### src/rtl/wb_commit_unit.sv
// Writeback stage: commits ALU results directly and runs load transactions
// (request/ack, lane extraction, extension) before driving the register file write port.
module wb_commit_unit #(
    parameter int unsigned TIMEOUT_CYCLES = 16
) (
    input  logic        clk,
    input  logic        nrst,
    input  logic        ex_valid,
    output logic        ex_ready,
    input  logic        ex_write,
    input  logic [4:0]  ex_rd,
    input  logic [31:0] ex_result,
    input  logic        ex_is_load,
    input  logic [2:0]  ex_funct3,
    output logic        dmem_req,
    output logic [31:0] dmem_addr,
    input  logic        dmem_ack,
    input  logic [31:0] dmem_rdata,
    output logic        rf_write,
    output logic [4:0]  rf_rd,
    output logic [31:0] rf_data,
    output logic        wb_err,
    output logic        busy
);

    typedef enum logic [1:0] {StIdle, StWaitAck, StCommit} state_e;

    state_e      state_q, state_d;
    logic [7:0]  cnt_q, cnt_d;
    logic [4:0]  rd_q, rd_d;
    logic [2:0]  funct3_q, funct3_d;
    logic [1:0]  off_q, off_d;
    logic        write_q, write_d;
    logic        rf_write_q, rf_write_d;
    logic [4:0]  rf_rd_q, rf_rd_d;
    logic [31:0] rf_data_q, rf_data_d;
    logic        dmem_req_q, dmem_req_d;
    logic [31:0] dmem_addr_q, dmem_addr_d;
    logic        wb_err_q, wb_err_d;

    logic        f3_legal, misaligned, timeout;
    logic [7:0]  byte_sel;
    logic [15:0] half_sel;
    logic [31:0] load_data;

    always_comb begin
        f3_legal   = 1'b1;
        misaligned = 1'b0;
        case (ex_funct3)
            3'b000, 3'b100: misaligned = 1'b0;
            3'b001, 3'b101: misaligned = ex_result[0];
            3'b010:         misaligned = |ex_result[1:0];
            default:        f3_legal   = 1'b0;
        endcase
    end

    always_comb begin
        byte_sel = dmem_rdata[{off_q, 3'b000} +: 8];
        half_sel = off_q[1] ? dmem_rdata[31:16] : dmem_rdata[15:0];
        case (funct3_q)
            3'b000:  load_data = {{24{byte_sel[7]}}, byte_sel};
            3'b001:  load_data = {{16{half_sel[15]}}, half_sel};
            3'b100:  load_data = {24'd0, byte_sel};
            3'b101:  load_data = {16'd0, half_sel};
            default: load_data = dmem_rdata;
        endcase
    end

    assign timeout = (cnt_q == 8'(TIMEOUT_CYCLES - 1));

    always_comb begin
        state_d     = state_q;
        cnt_d       = cnt_q;
        rd_d        = rd_q;
        funct3_d    = funct3_q;
        off_d       = off_q;
        write_d     = write_q;
        rf_write_d  = 1'b0;
        rf_rd_d     = rf_rd_q;
        rf_data_d   = rf_data_q;
        dmem_req_d  = dmem_req_q;
        dmem_addr_d = dmem_addr_q;
        wb_err_d    = 1'b0;
        unique case (state_q)
            StIdle: begin
                if (ex_valid) begin
                    if (!ex_is_load) begin
                        rf_write_d = ex_write & (ex_rd != 5'd0);
                        rf_rd_d    = ex_rd;
                        rf_data_d  = ex_result;
                    end else if (!f3_legal || misaligned) begin
                        wb_err_d = 1'b1;
                    end else begin
                        rd_d        = ex_rd;
                        funct3_d    = ex_funct3;
                        off_d       = ex_result[1:0];
                        write_d     = ex_write;
                        dmem_req_d  = 1'b1;
                        dmem_addr_d = {ex_result[31:2], 2'b00};
                        cnt_d       = 8'd0;
                        state_d     = StWaitAck;
                    end
                end
            end
            StWaitAck: begin
                cnt_d = cnt_q + 8'd1;
                // Ack takes priority over a timeout landing in the same cycle.
                if (dmem_ack) begin
                    rf_write_d = write_q & (rd_q != 5'd0);
                    rf_rd_d    = rd_q;
                    rf_data_d  = load_data;
                    dmem_req_d = 1'b0;
                    state_d    = StCommit;
                end else if (timeout) begin
                    dmem_req_d = 1'b0;
                    wb_err_d   = 1'b1;
                    state_d    = StIdle;
                end
            end
            StCommit: state_d = StIdle;
            default:  state_d = StIdle;
        endcase
    end

    always_ff @(posedge clk or negedge nrst) begin
        if (!nrst) begin
            state_q     <= StIdle;
            cnt_q       <= 8'd0;
            rd_q        <= 5'd0;
            funct3_q    <= 3'd0;
            off_q       <= 2'd0;
            write_q     <= 1'b0;
            rf_write_q  <= 1'b0;
            rf_rd_q     <= 5'd0;
            rf_data_q   <= 32'd0;
            dmem_req_q  <= 1'b0;
            dmem_addr_q <= 32'd0;
            wb_err_q    <= 1'b0;
        end else begin
            state_q     <= state_d;
            cnt_q       <= cnt_d;
            rd_q        <= rd_d;
            funct3_q    <= funct3_d;
            off_q       <= off_d;
            write_q     <= write_d;
            rf_write_q  <= rf_write_d;
            rf_rd_q     <= rf_rd_d;
            rf_data_q   <= rf_data_d;
            dmem_req_q  <= dmem_req_d;
            dmem_addr_q <= dmem_addr_d;
            wb_err_q    <= wb_err_d;
        end
    end

    assign ex_ready  = (state_q == StIdle);
    assign busy      = (state_q != StIdle);
    assign rf_write  = rf_write_q;
    assign rf_rd     = rf_rd_q;
    assign rf_data   = rf_data_q;
    assign dmem_req  = dmem_req_q;
    assign dmem_addr = dmem_addr_q;
    assign wb_err    = wb_err_q;

endmodule

### config.mk
export PLATFORM = sky130hd
export DESIGN_NAME = wb_commit_unit
export DESIGN_NICKNAME = d
export VERILOG_FILES = /design/src/rtl/wb_commit_unit.sv
export SDC_FILE = /design/constraint.sdc
export NUM_CORES = 1
export LEC_CHECK = 0
export ABC_AREA = 1
export ABC_CLOCK_PERIOD_IN_PS = 4100
export CORE_MARGIN = 3
export CORE_UTILIZATION = 51
export DETAILED_ROUTE_END_ITERATION = 8
export PLACE_DENSITY_LB_ADDON = 0.1
export SYNTH_ARGS = -nofsm -noshare
export SYNTH_HDL_FRONTEND = slang
export SYNTH_SLANG_ARGS = --single-unit
### constraint.sdc
create_clock -name clk -period 4.1 [get_ports clk]
set_input_delay 0.41 -clock clk [delete_from_list [all_inputs] [get_ports clk]]
set_output_delay 0.41 -clock clk [all_outputs]
set_load 0.01 [all_outputs]
### Yosys cells after proc, flatten, opt, wreduce, memory -nomap -nowiden

Cells that the tools add are included.

* word-level logic and storage cells: 87
* bits in registers: 91
* output and inout port bits: 74

* bitwise operators: 3
* reductions and logical operators: 17
* muxes and demuxes: 38
* equal/unequal tests: 15
* shift-type cells: 1
* add/subtract/negate cells: 1

Operators with widths (number)
* 32-bit case mux with 4 select lines: 1
* 32-bit 2-to-1 mux: 3
* 32-bit case mux with 2 select lines: 1
* 32-bit by 6-bit indexed part select with 8-bit output: 1
* 8-bit 2-to-1 mux: 3
* 16-bit 2-to-1 mux: 1
* 8-bit case mux with 2 select lines: 1
* 4-bit AND reduction: 4
* 5-bit 2-to-1 mux: 3
* 1-bit 2-to-1 mux: 14
* 3-bit == test (second input constant): 4
* 2-bit 2-to-1 mux: 5
* 5-bit case mux with 2 select lines: 1
* 5-bit nonzero test: 2
* 8-bit by 1-bit adder with 8-bit output (second input constant): 1
* 8-bit by 4-bit == test with 1-bit output (second input constant): 1
* 2-bit inequality test (second input constant): 4
* 1-bit case mux with 2 select lines: 4
* 3-bit by 1-bit == test with 1-bit output (second input constant): 2
* 3-bit logical NOT: 2
* 5-bit AND reduction: 1
* 5-bit OR reduction: 1
* 2-bit case mux with 2 select lines: 1
* 2-bit nonzero test: 2
* 10 further kinds: 12

### Logic depth before layout (Yosys ltp)

* word-level depth: 9
* mapped depth: 11

### Worst setup path before layout

Ideal clock, no wire load.

* kind: flip-flop to flip-flop
* from: register state_q[0]
* to: register dmem_addr_q[16] (netlist: dmem_addr[16])
* cell stages (with the launch flop): 9
* arrival time: 1308 ps
* clock period less this slack: 1434 ps
* buffers on the path: 2
* setup time: 126 ps
* slack: 2666 ps
* cell sequence: dfrtp_1 > nor2_4 > nand2_4 > nor2_8 > nand2_4 > buf_6 > buf_6 > nand2_1 > o21ai_0

* cells in the longest elaborated chain, start to end: 2

RTL lines
* from (decl): RTL line 28 `state_e state_q, state_d;`
* from (signal assigned): RTL line 127 `state_q <= StIdle;`
* from (signal assigned): RTL line 140 `state_q <= state_d;`
* 2-bit logical NOT
* named net ex_ready: RTL line 9 `output logic ex_ready,`
* 4-bit AND reduction (no line)
* to (signal assigned): RTL line 150 `dmem_addr_q <= dmem_addr_d;`
* to (decl): RTL line 38 `logic [31:0] dmem_addr_q, dmem_addr_d;`

The timed path passes the listed nets, and every way through them passes these cells.
A chain may end at the register's enable or synchronous reset.

### Worst setup path in the final report

* from: register state_q[0]
* to: register rf_data_q[2] (netlist: rf_data[2])

* cells in the longest elaborated chain, start to end: 3

RTL lines
* 2-bit by 1-bit == test with 1-bit output / 2-bit logical NOT (equally long branches): RTL line 84 `unique case (state_q)`
* 2-bit inequality test (no line) / 2-bit nonzero test (equally long branches)
* 4-bit AND reduction (no line)
* to (signal assigned): RTL line 148 `rf_data_q <= rf_data_d;`
* to (decl): RTL line 36 `logic [31:0] rf_data_q, rf_data_d;`

Parallel ways exist; a longest one is shown, timed or not.

==> out/metrics.yaml <==
vias: 4742
fp-row-count: 35
power_frac_clock: 0.183
clock_latency_ns: 0.36
dp_hpwl_microns: 9590
synthArstFlopShare: 1.00
cts_max_level: 3
cp.arrival_ns: 3.21
cts_resized: 0
first_pass_iters: 5
internal_power_uw: 2000
power_uw: 3200
die-area_sq_mm: 0.0109
nets: 869
yosysTopAreaCellShare: 0.462
synth_enable_flop_cells: 0
rsz0062_at_grt: "false"
grtUsageMet1: 0.321
synth_top_area_cell: "dfrtp_1"
grt_pass1_wl_microns: 21800
fillers: 817
worst_ir_drop_vdd_uv: 238
vias_per_cell: 5.13
cap_violations: 0
synth.avg_cell_area_sq_um: 7.41
multi_input_area_sq_mm: 0.00218
cp_max_fo: 62
tightest_slew_ns: 1.12
cts_tree: "built"
critPathSlowestCell: "nand2_4"
grt_util_met2: 0.412
numCtsBuffers: 9
drive_gt1_frac: 0.0616
synth.yosys.seq_area_share: 0.462
diodes: 0
first_iter_violations: 323
portBuffers: 149
initial_core_util: 0.528
hold_violations: 0
critPathCaptureType: "flip-flop"
busiest_layer: "met2"
ff2ff_setup_slack_ns: 1.18
period_needed_ns: 2.92
antenna_found_initial: 0
status: "complete, no violations"
timing.hold.worst.class: "input pin to asynchronous set/reset pin"
die_y_microns: 104
slew_headroom: 0.251
synth.area.top_cells: "dfrtp_1, nand2_1, a21oi_1"
grt_pass1_vias: 4500
synth_cell_types: 31
combPwrFrac: 0.391
min_period_over_period: 0.713
switching_share: 0.373
fin_util: 0.702
routed_wl_microns: 13200
cts_num_sinks: 91
setup_violations: 0
drc: 0
fmax_mhz: 342
grt_start_max_net_pins: 92
crit_path_start_kind: "flip-flop"
hold_buffers: 0
max-clock-path-buffers: 2
wl_per_cell_microns: 14.3
synthFlopType: "dfrtp_1"
ff_latch_area_sq_mm: 0.00228
critPathMaxStageDelay_ns: 0.57
synthCells: 665
die_x_microns: 104
crit_chain: "nand2_4 > inv_2 > nand2_2 > nand3b_4 > inv_2 > nor2_1 > a21oi_1"
clock_skew_ns: 0.00806
ant_nets: 0
ys_ff_latch: 91
post_cts_buffers: 0
path_class: "flip-flop to flip-flop"
total_leakage_power_uw: 0.00315
core-area_sq_mm: 0.00933
synth-warning-count: 0
switchingPower_uw: 1190
p_per_area_mw_per_mm2: 488
place_congestion: 0.887
setup_tns_ns: 0
grt_util_met3: 0.0497
cts.reportedPaths.clkPinSlew_ns: 0.10
io_pins: 152
grtUsageTotal: 0.243
critPathMostFrequentCell: "inv_2"
cts_root_buffer: "clkbuf_8"
area_growth_pct: 33.0
syn-cell-area_sq_mm: 0.00492
drv_slew: 0
required_ns: 4.39
seqPwrFrac: 0.427
grt-ovfl-total: 0
## path summary, 6_finish.rpt
check,endpoint,cells after the start,startpoint
min in group clk,dmem_addr[5]$_DFFE_PN0P_,2,dmem_addr[5]$_DFFE_PN0P_
max reg2reg,rf_data[2]$_DFFE_PN0P_,7,state_q[0]$_DFFE_PN0P_
min reg2reg,dmem_addr[5]$_DFFE_PN0P_,2,dmem_addr[5]$_DFFE_PN0P_
min,dmem_addr[6]$_DFFE_PN0P_,1,nrst
max in group asynchronous,dmem_addr[28]$_DFFE_PN0P_,1,nrst
max,rf_data[2]$_DFFE_PN0P_,7,state_q[0]$_DFFE_PN0P_
## flip-flops by register name, indices dropped and copies added (netlist names)
name	flops
off_q	2
rd_q	5
state_q	2
rf_rd	5
rf_data	32
rf_write	1
dmem_addr	30
funct3_q	3
cnt_q	8
wb_err	1
write_q	1
dmem_req	1
## placed cells by master, fill, tap and decap left out, types with 4 or more instances in the layout
master           instances
nand2_1                246
clkdlybuf4s50_1        148
dfrtp_1                 91
inv_1                   64
a21oi_1                 53
o21ai_0                 48
nand3_1                 40
nor2_1                  31
a21oi_2                 17
clkbuf_8                10
a31oi_1                  5
inv_2                    4
nand4_1                  4
o21ai_1                  4
## routing by layer
| layer | part of all wire | routed length [microns] | vias to the layer above |
|---|---|---|---|
| met5 | 0 | 0 | - |
| met4 | 0.013 | 175 | 0 |
| met3 | 0.054 | 715 | 15 |
| met2 | 0.50 | 6590 | 152 |
| met1 | 0.43 | 5710 | 2224 |
| li1 | - | - | 2351 |
## metrics by stage
step / instances / worst slack (ns) / hold WS [ns] / instance area [sq um]
global route: 924 / 0.783 / 0.361 / 6550
CTS: 924 / 1.13 / 0.296 / 6550
detailed placement: 908 / 1.13 / 0.459 / 6360
floorplan: 666 / 2.67 / 0.114 / 4930
global placement: 908 / 1.29 / 0.454 / 6360
finish: 924 / 1.18 / 0.275 / 6550
## worst max-delay path, delay by kind of cell, from the launching register on
family	cells	cell delay, ns
buf+inv	2	0.88
simple gates	4	1.39
flops	1	0.45
compound gates	1	0.14
## cell usage after synthesis (3+ instances only)
library cell and n:
buf_4 4, inv_2 4, nand2_4 3, o21ai_0 48, a21oi_2 17, clkbuf_1 14
nand3_1 40, nor2_1 31, o21ai_2 3, inv_1 64, buf_2 10, o21ai_1 4
nand4_1 4, nand2_1 246, dfrtp_1 91, a21oi_1 53, buf_6 7, nor3_1 3
a31oi_1 5, xor2_1 3
## final cells by class
cell class | count | share of cell area
Clock inverter | 6 | 0.00726
Tap cell | 129 | 0.0246
Timing Repair Buffer | 149 | 0.227
Clock buffer | 10 | 0.0210
Sequential cell | 91 | 0.348
Inverter | 68 | 0.0390
Multi-Input combinational cell | 471 | 0.333
## power groups by stage
stage | clock [uW] | combinational [uW] | sequential, uW
2_1_floorplan | 0 | 604 | 1400
3_3_place_gp | 0 | 1210 | 1360
3_5_place_dp | 0 | 1250 | 1370
4_1_cts | 592 | 1250 | 1360
5_1_grt | 628 | 1380 | 1400
6_report | 583 | 1250 | 1360
## cells by family (layout without fill, tap and decap cells)
family / Yosys count / count (layout) / share of synthesized area
AND/OR/NAND/NOR: 332 / 332 / 0.280
buffers and inverters: 104 / 233 / 0.0955
AO/OA/AOI/OAI: 132 / 132 / 0.152
adder cells (fa/ha/maj): 1 / 1 / 0.00254
flip-flops: 91 / 91 / 0.462
XOR/XNOR: 4 / 4 / 0.00712
other: 1 / 2 / 0.000761
No activity file was read; power rests on OpenSTA's default activity.
